==> config.mk <==
export PLATFORM = sky130hd
export DESIGN_NAME = inst_queue
export DESIGN_NICKNAME = d
export VERILOG_FILES = /design/src/rtl/inst_queue.sv
export SDC_FILE = /design/constraint.sdc
export NUM_CORES = 1
export LEC_CHECK = 0
export CORE_MARGIN = 10
export CORE_UTILIZATION = 40
export CTS_CLUSTER_SIZE = 12
export DETAILED_ROUTE_END_ITERATION = 16
export GPL_ROUTABILITY_DRIVEN = 1
export GPL_TIMING_DRIVEN = 0
export PLACE_DENSITY_LB_ADDON = 0.25
export RECOVER_POWER = 100
export SLEW_MARGIN = 10
export SYNTH_ARGS = -nofsm -noshare
export SYNTH_HDL_FRONTEND = slang
export SYNTH_SLANG_ARGS = --single-unit
export TNS_END_PERCENT = 100
==> constraint.sdc <==
create_clock -name clock -period 8.6 [get_ports clock]
set_clock_uncertainty 0.1 [all_clocks]
set_input_delay 1.29 -clock clock [delete_from_list [all_inputs] [get_ports clock]]
set_output_delay 1.29 -clock clock [all_outputs]
set_load 0.02 [all_outputs]
==> src/rtl/inst_queue.sv <==
// Instruction prefetch queue: a DEPTH-entry circular buffer of {instr, pc4} between fetch and decode.
// Show-ahead head output, registered-count handshakes, flush discards everything and tallies the drops.
module inst_queue #(
  parameter int DEPTH = 4,
  parameter int CNT_W = $clog2(DEPTH) + 1
) (
  input  logic             clock,
  input  logic             reset,
  input  logic             in_valid,
  output logic             in_ready,
  input  logic [31:0]      in_instr,
  input  logic [31:0]      in_pc4,
  input  logic             flush,
  output logic             out_valid,
  input  logic             out_ready,
  output logic [31:0]      out_instr,
  output logic [31:0]      out_pc4,
  output logic [CNT_W-1:0] count,
  output logic [15:0]      flush_drops
);

  localparam int PTR_W = $clog2(DEPTH);

  logic [63:0]      mem [DEPTH];
  logic [PTR_W-1:0] wr_ptr;
  logic [PTR_W-1:0] rd_ptr;
  logic [CNT_W-1:0] count_q;
  logic [15:0]      drops_q;
  logic [63:0]      head;
  logic             enq;
  logic             deq;
  logic [16:0]      drops_sum;

  // Ready/valid come only from the registered count, so there is no out_ready -> in_ready path.
  assign in_ready  = (count_q != CNT_W'(DEPTH));
  assign out_valid = (count_q != '0);
  assign enq       = in_valid && in_ready && !flush;
  assign deq       = out_valid && out_ready && !flush;

  assign head      = mem[rd_ptr];
  assign out_instr = out_valid ? head[63:32] : 32'h0;
  assign out_pc4   = out_valid ? head[31:0]  : 32'h0;

  assign count       = count_q;
  assign flush_drops = drops_q;
  assign drops_sum   = {1'b0, drops_q} + 17'(count_q);

  // Storage is intentionally left out of reset; only the bookkeeping below is cleared.
  always_ff @(posedge clock) begin
    if (enq) begin
      mem[wr_ptr] <= {in_instr, in_pc4};
    end
  end

  // Pointers wrap naturally because DEPTH is a power of two.
  always_ff @(posedge clock or negedge reset) begin
    if (!reset) begin
      wr_ptr  <= '0;
      rd_ptr  <= '0;
      count_q <= '0;
      drops_q <= '0;
    end else if (flush) begin
      wr_ptr  <= '0;
      rd_ptr  <= '0;
      count_q <= '0;
      drops_q <= drops_sum[16] ? 16'hFFFF : drops_sum[15:0];
    end else begin
      if (enq) begin
        wr_ptr <= wr_ptr + PTR_W'(1);
      end
      if (deq) begin
        rd_ptr <= rd_ptr + PTR_W'(1);
      end
      if (enq && !deq) begin
        count_q <= count_q + CNT_W'(1);
      end else if (deq && !enq) begin
        count_q <= count_q - CNT_W'(1);
      end
    end
  end

endmodule
==> results of run 1 <==
[per-stage QoR]
stage	cell area [um2]	util, %	instances
2_1_floorplan	11000	-	549
3_3_place_gp	13000	48.0	1043
3_5_place_dp	13100	48.4	1047
4_1_cts	13900	51.6	1097
5_1_grt	13800	51.2	1097
6_report	13800	51.2	1097
[cells by family after synthesis]
group           after synthesis  share of synthesized area, %
simple gates                130                          6.95
flops                       279                          75.0
compound gates               15                         0.931
fa+ha+maj                     9                          1.16
mux                          70                          13.7
buf+inv                      33                          1.29
xor+xnor                     13                          1.03
[state kept, by name, indices dropped and copies added, names as in the netlist]
name	flops
count	3
rd_ptr	2
mem	256
flush_drops	16
wr_ptr	2
[area by class of cell]
type                       count  area (um2)
timing repair buffer         157        1550
fill                        2213       13200
tap                          341         427
buffer                        25        96.3
multi-input combinational    237        2610
clock inverter                 9        53.8
clock buffer                  41         801
inverter                       8        30.0
sequential                   279        8260
[power by group through the flow]
stage | logic (W) | clock network [W] | registers (W)
after global routing | 0.00153 | 0.00122 | 0.00165
final | 0.00140 | 0.00112 | 0.00164
after detailed placement | 0.00154 | 0 | 0.00166
after global placement | 0.00151 | 0 | 0.00166
after CTS | 0.00155 | 0.00116 | 0.00163
after floorplan | 0.000842 | 0 | 0.00167
[metal layers]
metal  routed length, um  up-vias
li1                    -     2558
met1                9390     2931
met2               12200      150
met3                1370       34
met4                 455        2
met5                  17        -
[worst max-delay path by stage]
stage	startpoint	to	slack [ns]	depth (start not counted)
final	flush	mem[2][32]	2.59	5
after global routing	flush	mem[2][8]	2.01	5
after CTS	count[1]	out_instr[22]	4.03	5
after detailed placement	count[1]	out_instr[22]	4.62	5
after global placement	flush	mem[0][9]	2.96	4
after floorplan	flush	mem[0][0]	4.87	3
[tightest hold or removal path: cells and delay by family, from the launching register on]
family	cells	cell delay [ns]
flip-flops	1	0.39
multiplexers	1	0.09
AND/OR/NAND/NOR	1	0.06
[cell usage in the layout, fill, tap and decap left out, types with 2 or more instances in the layout]
master / n
and2_0: 5
and2_1: 64
buf_2: 2
clkbuf_1: 36
clkbuf_16: 29
clkbuf_8: 3
clkdlybuf4s50_1: 10
clkinv_1: 5
clkinv_2: 3
dfrtp_1: 23
dlygate4sd3_1: 143
edfxtp_1: 256
fa_1: 2
ha_1: 7
inv_1: 8
mux2_2: 2
mux2i_1: 3
mux4_2: 64
nand2_1: 17
nand3_1: 10
nand4_1: 3
nor2_1: 12
nor3_1: 3
o21ai_0: 4
o22ai_1: 2
o31ai_1: 3
or3_1: 4
or4_1: 3
xnor2_1: 8
xor2_1: 5
==> flow_summary.json, run 1 <==
{
  "status": "finished with violations",
  "min_path_cells": 2,
  "leakage_nw": 4.68,
  "max_cap_violations": 8,
  "yosysWarnings": 0,
  "synthArstFlopShare_pct": 8.24,
  "worst_pin_slew_ns": 2.67,
  "die-area_um2": 34600,
  "worstPathMaxFanout": 33,
  "timing.reg2reg.setup_slack_ns": 3.37,
  "cp.required_ns": 8.62,
  "p_sw_w": 0.00128,
  "post_cts_buffers": 0,
  "core_um2": 27000,
  "critPathMostFrequentCell": "clkbuf_1",
  "grt_max_degree": 39,
  "vias_per_cell": 5.17,
  "nets": 815,
  "hpwl_um": 15400,
  "cts_buffers": 29,
  "finalSetupViolCount": 0,
  "crit_path_cell_trace": "dlygate4sd3_1, clkbuf_1, nor2_1, and2_0, clkbuf_1",
  "syn_avg_cell_area_um2": 20.1,
  "rr_endpoint": "mem[2][32]",
  "grt_util_met3_pct": 2.98,
  "yosysMostFrequentCell": "edfxtp_1",
  "antenna_found_initial": 2,
  "vias": 5675,
  "ys.flop_type": "edfxtp_1",
  "violations": "capacitance limit, slew limit",
  "initial_utilization_pct": 40.8,
  "powerDensity_nw_per_um2": 301,
  "power_frac_seq_pct": 39.4,
  "drv_slew": 268,
  "rsz0062_at_grt": "no",
  "synthTopCellsByArea": "edfxtp_1 (70%), mux4_2 (13%), dfrtp_1 (5.2%)",
  "wirelength_um": 23400,
  "power_switching_share_pct": 30.9,
  "p_int_w": 0.00288,
  "synth_fp_nets": 627,
  "synthCells": 549,
  "ys_ff_latch": 279,
  "cp-start-kind": "input port",
  "total_power_w": 0.00416,
  "critPathMaxStageDelay_ns": 1.96,
  "grt_use_met2_pct": 24.0,
  "ctsResizeCount": 0,
  "drc": 0,
  "crit_buf_inv": 3,
  "clock_sinks": 279,
  "area_delta_synth_final_pct": 25.5,
  "synth_common_cells": "edfxtp_1 (256), and2_1 (69), mux4_2 (64)",
  "irDropWorstVdd_uv": 231,
  "synth_top_area_share_pct": 69.8,
  "crit_family": "buffers and inverters",
  "max_freq_ghz": 0.166,
  "max-clock-path-buffers": 3,
  "synth_top_area_cell": "edfxtp_1",
  "cts_hold_buf": 0,
  "hold-path-endpoint": "flush_drops[0]",
  "gr-usage-all-layers_pct": 13.6,
  "fin_ws_ns": 2.59,
  "max_slew_margin_pct": -77.9,
  "finalHoldViolCount": 0,
  "place_congestion": 0.792,
  "fp.dieW_um": 186,
  "drtPass1Iterations": 4,
  "grt_overflow": 0,
  "busiest_layer": "met2",
  "syn_area_um2": 11000,
  "worst-endpoint-arrival_ns": 6.03,
  "n_antenna_cell": 0,
  "grt_pass1_wl_um": 36300,
  "slowest_stage": "and2_0",
  "dp_worst_setup_slack_ns": 4.62,
  "endpoint_kind": "flop",
  "min-delay-start": "flush_drops[0]",
  "synth_seq_area_share_pct": 75.0,
  "min_path_type": "reg -> reg",
  "ys_types": 42,
  "drtIter0Drc": 372,
  "reg2regPathDepth": 5,
  "p_clk_share_pct": 26.9,
  "rows": 60,
  "critical_path_class": "in -> reg",
  "combPwrFrac_pct": 33.7,
  "port_buffers": 153,
  "grt_pass1_vias": 6343,
  "reg2reg_from": "count[2]",
  "cts_root_buf": "clkbuf_16",
  "timing.final.crit_share_pct": 69.9,
  "grtUsageMet1_pct": 16.4,
  "cts_htree_levels": 1,
  "final.setup.tns_ns": 0,
  "clkSlewWorstSetupHoldPaths_ns": 0.06,
  "ant_nets": 0,
  "cts_tree": "yes",
  "drive_gt1_share_pct": 14.7,
  "wire_per_inst_um": 21.3,
  "hold-worst-slack_ns": 0.471,
  "min_period_ns": 6.01,
  "io-pin-count": 154,
  "die_y_um": 186,
  "synth-edff-count": 256,
  "clk_latency_ns": 0.54
}
(Power assumes the default switching activity.)
==> run 2: changes to the inputs <==
==> constraint.sdc (replaced) <==
create_clock -name clock -period 6.28 [get_ports clock]
set_clock_uncertainty 0.1 [all_clocks]
set_input_delay 0.942 -clock clock [delete_from_list [all_inputs] [get_ports clock]]
set_output_delay 0.942 -clock clock [all_outputs]
set_load 0.02 [all_outputs]
==> flow_summary.json, run 2 (synthesized netlist as in run 1, its figures left out) <==
{
  "status": "finished with violations",
  "violations": "capacitance limit, slew limit",
  "cp-start-kind": "flop",
  "max_freq_ghz": 0.211,
  "cts_tree": "yes",
  "drive_gt1_share_pct": 15.2,
  "drtIter0Drc": 379,
  "drtPass1Iterations": 4,
  "crit_buf_inv": 3,
  "max_slew_margin_pct": -84.5,
  "layout_common_cells": "edfxtp_1 (256), dlygate4sd3_1 (143), mux4_2 (64), and2_1 (64), clkbuf_1 (32)",
  "p_clk_share_pct": 26.9,
  "p_int_w": 0.00395,
  "cts_buffers": 29,
  "p_sw_w": 0.00176,
  "critPathMaxStageDelay_ns": 0.75,
  "rows": 60,
  "crit_family": "buffers and inverters",
  "cp.required_ns": 5.24,
  "crit_path_cell_trace": "clkbuf_1, clkbuf_1, mux4_2, and2_1, dlygate4sd3_1",
  "powerDensity_nw_per_um2": 410,
  "largest_reg_flops": 256,
  "slowest_stage": "clkbuf_1",
  "die-area_um2": 34600,
  "hold-worst-slack_ns": 0.472,
  "worstPathMaxFanout": 10,
  "timing.final.crit_share_pct": 75.4,
  "grt_pass1_vias": 6343,
  "regMostFlops": "mem",
  "irDropWorstVdd_uv": 317,
  "grt_pass1_wl_um": 36300,
  "cts_root_buf": "clkbuf_16",
  "cts_htree_levels": 1,
  "drc": 0,
  "drv_slew": 118,
  "grt_max_degree": 39,
  "fin_ws_ns": 1.54,
  "finalSetupViolCount": 0,
  "dpl.cell_count": 1047,
  "max_cap_violations": 4,
  "grt_overflow": 0,
  "vias": 5662,
  "clk_latency_ns": 0.54,
  "power_switching_share_pct": 30.9,
  "rsz0062_at_grt": "no",
  "post_cts_buffers": 0,
  "critPathMostFrequentCell": "clkbuf_1",
  "critical_path_class": "reg -> out",
  "combPwrFrac_pct": 33.9,
  "wire_per_inst_um": 21.4,
  "hpwl_um": 15400,
  "core_um2": 27000,
  "final_common_cell": "edfxtp_1",
  "min_path_type": "reg -> reg",
  "finalHoldViolCount": 0,
  "wirelength_um": 23500,
  "gr-usage-all-layers_pct": 13.6,
  "area_delta_synth_final_pct": 26.2,
  "fp.dieW_um": 186,
  "worst-endpoint-arrival_ns": 3.69,
  "io-pin-count": 154,
  "endpoint_kind": "primary output",
  "antenna_found_initial": 2,
  "min_period_ns": 4.74,
  "dp_worst_setup_slack_ns": 2.64,
  "initial_utilization_pct": 40.8,
  "dpl_cell_area_um2": 13100,
  "clock_sinks": 279,
  "final_cell_area_um2": 13900,
  "power_frac_seq_pct": 39.2,
  "nets": 815,
  "final.setup.tns_ns": 0,
  "worst_pin_slew_ns": 2.77,
  "place_congestion": 0.792,
  "ant_nets": 0,
  "clkSlewWorstSetupHoldPaths_ns": 0.06,
  "ctsResizeCount": 0,
  "final_cells": 1098,
  "cts_hold_buf": 0,
  "max-clock-path-buffers": 3,
  "port_buffers": 153,
  "vias_per_cell": 5.16,
  "die_y_um": 186,
  "leakage_nw": 4.72
}
## run 2: worst paths after layout
check	start	endpoint	slack, ns	cells after the start
worst min-delay path	flush_drops[0]	flush_drops[0]	0.47	2
max in group asynchronous	reset	flush_drops[15]	4.51	1
worst max-delay path	rd_ptr[0]	out_pc4[20]	1.54	5
min in group asynchronous	reset	rd_ptr[1]	0.94	1
worst max register to register	count[2]	mem[2][32]	2.38	5
worst min register to register	flush_drops[0]	flush_drops[0]	0.47	2
## run 2: final cells by class
cell class	instances	area, um2
Timing Repair Buffer	157	1630
Clock buffer	41	801
Tap cell	341	427
Antenna cell	1	2.50
Multi-Input combinational cell	237	2610
Clock inverter	9	53.8
Sequential cell	279	8260
Inverter	8	30.0
Fill cell	2201	13100
Buffer	25	96.3
## run 2: power by group through the flow
stage	clock, W	combinational, W	sequential (W)
floorplan	0	0.00115	0.00229
global placement	0	0.00207	0.00228
detailed placement	0	0.00211	0.00227
CTS	0.00159	0.00212	0.00224
global route	0.00167	0.00211	0.00225
finish	0.00154	0.00193	0.00224
## run 2: routing by layer
metal | wire (um) | global-route usage [%] | vias up
met3 | 1370 | 2.98 | 32
met4 | 430 | 4.03 | 2
met1 | 9420 | 16.4 | 2922
met2 | 12200 | 24.0 | 146
li1 | - | - | 2560
met5 | 17 | 0 | -
## run 2: worst min-delay path, stage by stage, from the launching register on
cell and delay [ns]:
dfrtp_1 0.39, mux2i_1 0.09, nand2_1 0.06
## run 2: through the flow
step                utilization (%)  total power [W]
CTS                            51.6          0.00594
global route                   51.5          0.00602
global placement               48.0          0.00435
detailed placement             48.4          0.00438
floorplan                         -          0.00344
finish                         51.5          0.00571
